`config.mk`:
```
export PLATFORM = sky130hd
export DESIGN_NAME = store_commit_buf
export DESIGN_NICKNAME = d
export VERILOG_FILES = /design/src/rtl/store_commit_buf.sv
export SDC_FILE = /design/constraint.sdc
export NUM_CORES = 1
export LEC_CHECK = 0
export BUFFER_PORTS_ARGS = -buffer_cell sky130_fd_sc_hd__buf_2
export CORE_ASPECT_RATIO = 0.8
export CORE_UTILIZATION = 35
export DETAILED_ROUTE_END_ITERATION = 8
export PLACE_DENSITY_LB_ADDON = 0.2
export SYNTH_ARGS = -nofsm -noshare
export SYNTH_HDL_FRONTEND = slang
export SYNTH_SLANG_ARGS = --single-unit
```
`constraint.sdc`:
```
create_clock -name clk -period 14.54 [get_ports clk]
set_input_delay 3.635 -clock clk [delete_from_list [all_inputs] [get_ports clk]]
set_output_delay 3.635 -clock clk [all_outputs]
set_load 0.05 [all_outputs]
```
`src/rtl/store_commit_buf.sv`:
```
// Store commit buffer: queues address-resolved stores in program order and writes the ROB-named
// head store to memory one byte per acknowledged cycle, then reports completion to the ROB.
module store_commit_buf #(
    parameter int unsigned DEPTH  = 8,
    parameter int unsigned NICK_W = 5,
    parameter int unsigned ADDR_W = 32,
    parameter int unsigned DATA_W = 32
) (
    input  logic              clk,
    input  logic              rst,
    input  logic              rdy,
    input  logic              iclr,
    input  logic              iST_en,
    input  logic [NICK_W-1:0] iST_nick,
    input  logic [ADDR_W-1:0] iST_addr,
    input  logic [DATA_W-1:0] iST_dt,
    input  logic [1:0]        iST_width,
    output logic              oST_full,
    input  logic              iROB_store_en,
    input  logic [NICK_W-1:0] iROB_store_nick,
    output logic              oMEM_req,
    output logic [ADDR_W-1:0] oMEM_addr,
    output logic [7:0]        oMEM_byte,
    input  logic              iMEM_ack,
    output logic              oROB_done_en,
    output logic [NICK_W-1:0] oROB_done_nick
);

    localparam int unsigned PW = $clog2(DEPTH);

    typedef enum logic [1:0] {StIdle, StWrite, StDone} state_e;

    logic [NICK_W-1:0] nick_mem  [DEPTH];
    logic [ADDR_W-1:0] addr_mem  [DEPTH];
    logic [DATA_W-1:0] dt_mem    [DEPTH];
    logic [1:0]        width_mem [DEPTH];

    logic [PW-1:0]     rd_ptr_q, wr_ptr_q;
    logic [PW:0]       count_q;
    state_e            state_q;
    logic [1:0]        idx_q, last_q;
    logic              orphan_q;
    logic              done_en_q;
    logic [NICK_W-1:0] done_nick_q;

    logic [NICK_W-1:0] head_nick;
    logic [ADDR_W-1:0] head_addr;
    logic [DATA_W-1:0] head_dt;
    logic [1:0]        head_width;
    logic [1:0]        head_last;
    logic              push;
    logic              start;

    assign head_nick  = nick_mem[rd_ptr_q];
    assign head_addr  = addr_mem[rd_ptr_q];
    assign head_dt    = dt_mem[rd_ptr_q];
    assign head_width = width_mem[rd_ptr_q];

    // Width code 3 behaves as a word store.
    always_comb begin
        head_last = 2'd3;
        if (head_width == 2'd0) begin
            head_last = 2'd0;
        end else if (head_width == 2'd1) begin
            head_last = 2'd1;
        end
    end

    assign oST_full = (count_q == (PW + 1)'(DEPTH));
    assign push     = rdy & iST_en & ~oST_full & ~iclr;
    assign start    = rdy & iROB_store_en & (count_q != '0) & (head_nick == iROB_store_nick);

    assign oMEM_req       = rdy & (state_q == StWrite);
    assign oMEM_addr      = (state_q == StWrite) ? head_addr + ADDR_W'(idx_q) : '0;
    assign oMEM_byte      = (state_q == StWrite) ? head_dt[{idx_q, 3'b000} +: 8] : 8'h00;
    // A pulse registered while enabled is held back until rdy returns.
    assign oROB_done_en   = done_en_q & rdy;
    assign oROB_done_nick = done_nick_q;

    always_ff @(posedge clk) begin
        if (push) begin
            nick_mem[wr_ptr_q]  <= iST_nick;
            addr_mem[wr_ptr_q]  <= iST_addr;
            dt_mem[wr_ptr_q]    <= iST_dt;
            width_mem[wr_ptr_q] <= iST_width;
        end
    end

    always_ff @(posedge clk or negedge rst) begin
        if (!rst) begin
            rd_ptr_q    <= '0;
            wr_ptr_q    <= '0;
            count_q     <= '0;
            state_q     <= StIdle;
            idx_q       <= 2'd0;
            last_q      <= 2'd0;
            orphan_q    <= 1'b0;
            done_en_q   <= 1'b0;
            done_nick_q <= '0;
        end else if (rdy) begin
            done_en_q <= 1'b0;
            unique case (state_q)
                StIdle: begin
                    if (iclr) begin
                        wr_ptr_q <= rd_ptr_q;
                        count_q  <= '0;
                    end else begin
                        if (push) begin
                            wr_ptr_q <= wr_ptr_q + 1'b1;
                            count_q  <= count_q + 1'b1;
                        end
                        if (start) begin
                            state_q <= StWrite;
                            idx_q   <= 2'd0;
                            last_q  <= head_last;
                        end
                    end
                end
                StWrite: begin
                    // The committed head keeps writing; everything younger is dropped.
                    if (iclr) begin
                        orphan_q <= 1'b1;
                        wr_ptr_q <= rd_ptr_q + 1'b1;
                        count_q  <= (PW + 1)'(1);
                    end else if (push) begin
                        wr_ptr_q <= wr_ptr_q + 1'b1;
                        count_q  <= count_q + 1'b1;
                    end
                    if (iMEM_ack) begin
                        idx_q <= idx_q + 1'b1;
                        if (idx_q == last_q) begin
                            state_q <= StDone;
                        end
                    end
                end
                StDone: begin
                    state_q     <= StIdle;
                    orphan_q    <= 1'b0;
                    rd_ptr_q    <= rd_ptr_q + 1'b1;
                    done_en_q   <= ~orphan_q & ~iclr;
                    done_nick_q <= head_nick;
                    if (iclr) begin
                        wr_ptr_q <= rd_ptr_q + 1'b1;
                        count_q  <= '0;
                    end else if (push) begin
                        wr_ptr_q <= wr_ptr_q + 1'b1;
                    end else begin
                        count_q <= count_q - 1'b1;
                    end
                end
                default: state_q <= StIdle;
            endcase
        end
    end

endmodule
```
==> results.py <==
metrics = {
    "status": {
        "status": "finished clean",
    },
    "sta": {
        "slew_headroom_pct": 29.2,
        "fin_worst_skew_ns": 0.0171,
        "setup_tns_ns": 0,
        "finalHoldViolCount": 0,
        "rsz0062_at_grt": "false",
        "finalMaxSlewViolations": 0,
        "fmax_mhz": 103,
        "period_share_pct": 66.9,
        "setup_viol": 0,
        "period_needed_ns": 9.72,
        "worst_slew_pin_slew_ns": 1.06,
    },
    "synth": {
        "syn_avg_cell_area_um2": 20.5,
        "synthAdderAreaFrac_pct": 0.607,
        "synth-edff-count": 568,
        "netlist_area_um2": 23900,
        "ys_types": 63,
        "synth_nets": 1262,
        "ys_seq_area_share_pct": 73.7,
        "synthFlopType": "edfxtp_1",
        "synth.mux.area_fraction_pct": 17.0,
        "synthSimpleGateAreaFrac_pct": 3.77,
        "postSynth.asyncResetShare_pct": 3.89,
        "netlist_instances": 1168,
        "yosys_warnings": 0,
        "synthXorXnorAreaFrac_pct": 0.769,
        "synth_top_family_by_area": "multiplexers",
        "synth_compound_area_share_pct": 2.57,
        "synth_seq_cells": 591,
    },
    "route": {
        "first_pass_iters": 5,
        "wl_um": 56500,
        "wl_per_cell_um": 24.7,
        "drcViolationCount": 0,
        "drt_iter0_drc": 904,
        "drt-vias-per-instance": 5.19,
        "ant_nets": 0,
        "vias": 11900,
    },
    "cells_and_area": {
        "layout_commonest_cell": "edfxtp_1",
        "drive_gt1_share_pct": 30.0,
        "final_cell_mix": "edfxtp_1, mux4_2, buf_2",
        "syn_to_final_growth_pct": 15.2,
        "fin_area_um2": 27500,
        "nets": 1417,
    },
    "placement": {
        "gp_congestion": 0.749,
        "io_buffers": 130,
        "dp.final_hpwl_um": 32300,
        "dpl_cell_area_um2": 25600,
    },
    "worst_setup_path": {
        "required_ns": 10.90,
        "crit_arrival_ns": 6.09,
        "crit_start": "rd_ptr_q[0]$_DFFE_PN0P_",
        "endpoint_kind": "output pin",
        "critPathKind": "reg -> out",
        "cp-start-kind": "register",
        "crit_end": "oMEM_addr[13]",
        "rr_worst_depth": 7,
        "critPathMaxFanout": 102,
        "r2r_start": "count_q[0]$_DFFE_PN0P_",
        "r2r_slack_ns": 10.69,
        "worstReg2RegEnd": "dt_mem[4][4]$_DFFE_PP_",
    },
    "clocking": {
        "ctsHoldBuffers": 0,
        "numCtsBuffers": 59,
        "clock_path_buffers": 3,
        "clock_sinks": 591,
        "tritoncts": "built",
        "clk_latency_ns": 0.62,
        "clk_pin_slew_ns": 0.06,
        "cts_max_level": 2,
        "cts_root_buffer": "clkbuf_16",
        "cts_resized": 0,
        "cts_setup_buffers": 0,
    },
    "floorplan": {
        "fp.dieArea_um2": 69400,
        "start_util_pct": 35.5,
        "die_h_um": 236,
        "die_w_um": 294,
        "core_um2": 67400,
        "placementRows": 85,
        "ios": 131,
    },
    "grt": {
        "grt_pass1_vias": 12400,
        "grt_max_degree": 103,
        "grt-ovfl-total": 0,
        "antenna_found_initial": 12,
        "track_usage_pct": 16.5,
        "grt_pass1_wl_um": 84400,
    },
    "job": {
        "drv_cap": 0,
    },
    "power_and_ir_drop": {
        "power_leakage_nw": 8.90,
        "cellPowerDensity_nw_per_um2": 183,
        "ir_drop_v": 0.000115,
    },
    "min_path": {
        "hold_path_class": "reg -> reg",
    },
}
==> logic make-up (layout without fill, tap and decap cells) <==
kind of cell    Yosys count  after routing
compound gates           94             94
buf+inv                  71            275
fa+ha+maj                11             11
mux                     201            201
other cells               0              3
simple gates            179            179
xor+xnor                 21             21
flops                   591            591
==> power by group <==
| part | switching [mW] | internal [mW] | total (mW) | leakage [nW] |
|---|---|---|---|---|
| clock network | 0.643 | 0.879 | 1.52 | 0.946 |
| logic | 0.795 | 0.630 | 1.42 | 2.55 |
| registers | 0.134 | 1.95 | 2.09 | 5.40 |
==> critical path, stage by stage, from the launching register on <==
cell	delay, ns
dfrtp_4	1.04
buf_12	0.68
mux4_2	0.60
mux2_2	0.31
ha_1	0.29
a21oi_1	0.11
nor3_2	0.67
nand3_1	0.54
o21ai_0	0.30
nor3b_1	0.52
buf_2	0.37
==> registers in the layout (all words and copies together), names as in the netlist, 3 cells and up <==
signal	flops
addr_mem	256
oROB_done_nick	5
width_mem	16
dt_mem	256
rd_ptr_q	3
nick_mem	40
count_q	4
wr_ptr_q	3
==> stage by stage <==
step                      total power, mW  instances  utilization [%]  setup WS (ns)  hold WS, ns
after CTS                            5.10       2285             40.8           4.58        0.493
after global routing                 5.27       2286             40.8           4.31        0.515
final                                5.03       2288             40.8           4.82        0.482
after global placement               3.57       2175             38.0           5.34        0.476
after detailed placement             3.58       2175             38.0           5.24        0.479
after floorplan                      3.17       1168                -           4.65        0.462
==> routing by layer <==
metal  global-route usage (%)  vias to the layer above  wire (um)
met5                        0                        -         57
met2                     25.3                      280      26000
met1                     23.7                     6295      26100
met4                     4.43                       10       1080
met3                     3.78                       83       3280
li1                         -                     5201          -
==> final cells by class <==
cell class | count | area (um2)
timing repair buffer | 151 | 821
tap | 913 | 1140
fill | 6052 | 39900
clock inverter | 38 | 374
antenna | 3 | 7.51
inverter | 14 | 52.6
sequential | 591 | 17600
clock buffer | 72 | 1550
multi-input combinational | 506 | 5960
==> synth_stat cells (2+ instances only) <==
cell type / number / area (um2)
o41ai_1: 4 / 35.0
mux4_1: 13 / 342
buf_2: 22 / 110
and2_1: 2 / 12.5
and3_1: 4 / 25.0
nor4_1: 6 / 37.5
buf_1: 4 / 15.0
xnor2_1: 9 / 78.8
edfxtp_1: 568 / 17100
a21oi_1: 24 / 120
nor2b_1: 2 / 12.5
o21ai_0: 28 / 140
mux2_2: 11 / 124
nor3b_1: 5 / 37.5
nand4_1: 10 / 62.6
ha_1: 10 / 125
or3_1: 2 / 12.5
nand3b_1: 6 / 45.0
buf_6: 8 / 90.1
xor2_1: 12 / 105
a31oi_1: 5 / 31.3
nand4b_1: 4 / 35.0
nand2_1: 50 / 188
a31o_2: 2 / 17.5
inv_1: 13 / 48.8
clkbuf_1: 20 / 75.1
o21a_1: 5 / 37.5
mux2i_1: 31 / 310
dfrtp_1: 23 / 576
a22oi_1: 3 / 22.5
mux4_2: 145 / 3270
nand2b_1: 8 / 50.1
or4_1: 3 / 22.5
nor2_1: 27 / 101
nand3_1: 22 / 110
nor3_1: 24 / 120
o31ai_1: 4 / 30.0
o31a_1: 4 / 35.0
==> worst min path at each step <==
stage | startpoint | endpoint | slack [ns] | depth (start not counted)
2_1_floorplan | orphan_q$_DFFE_PN0P_ | orphan_q$_DFFE_PN0P_ | 0.46 | 2
3_3_place_gp | orphan_q$_DFFE_PN0P_ | orphan_q$_DFFE_PN0P_ | 0.48 | 2
5_1_grt | oROB_done_nick[1]$_DFFE_PN0P_ | oROB_done_nick[1]$_DFFE_PN0P_ | 0.51 | 2
4_1_cts | oROB_done_nick[1]$_DFFE_PN0P_ | oROB_done_nick[1]$_DFFE_PN0P_ | 0.49 | 2
3_5_place_dp | oROB_done_nick[1]$_DFFE_PN0P_ | oROB_done_nick[1]$_DFFE_PN0P_ | 0.48 | 2
6_report | oROB_done_nick[1]$_DFFE_PN0P_ | oROB_done_nick[1]$_DFFE_PN0P_ | 0.48 | 2
Power figures use the tool's default switching activity.
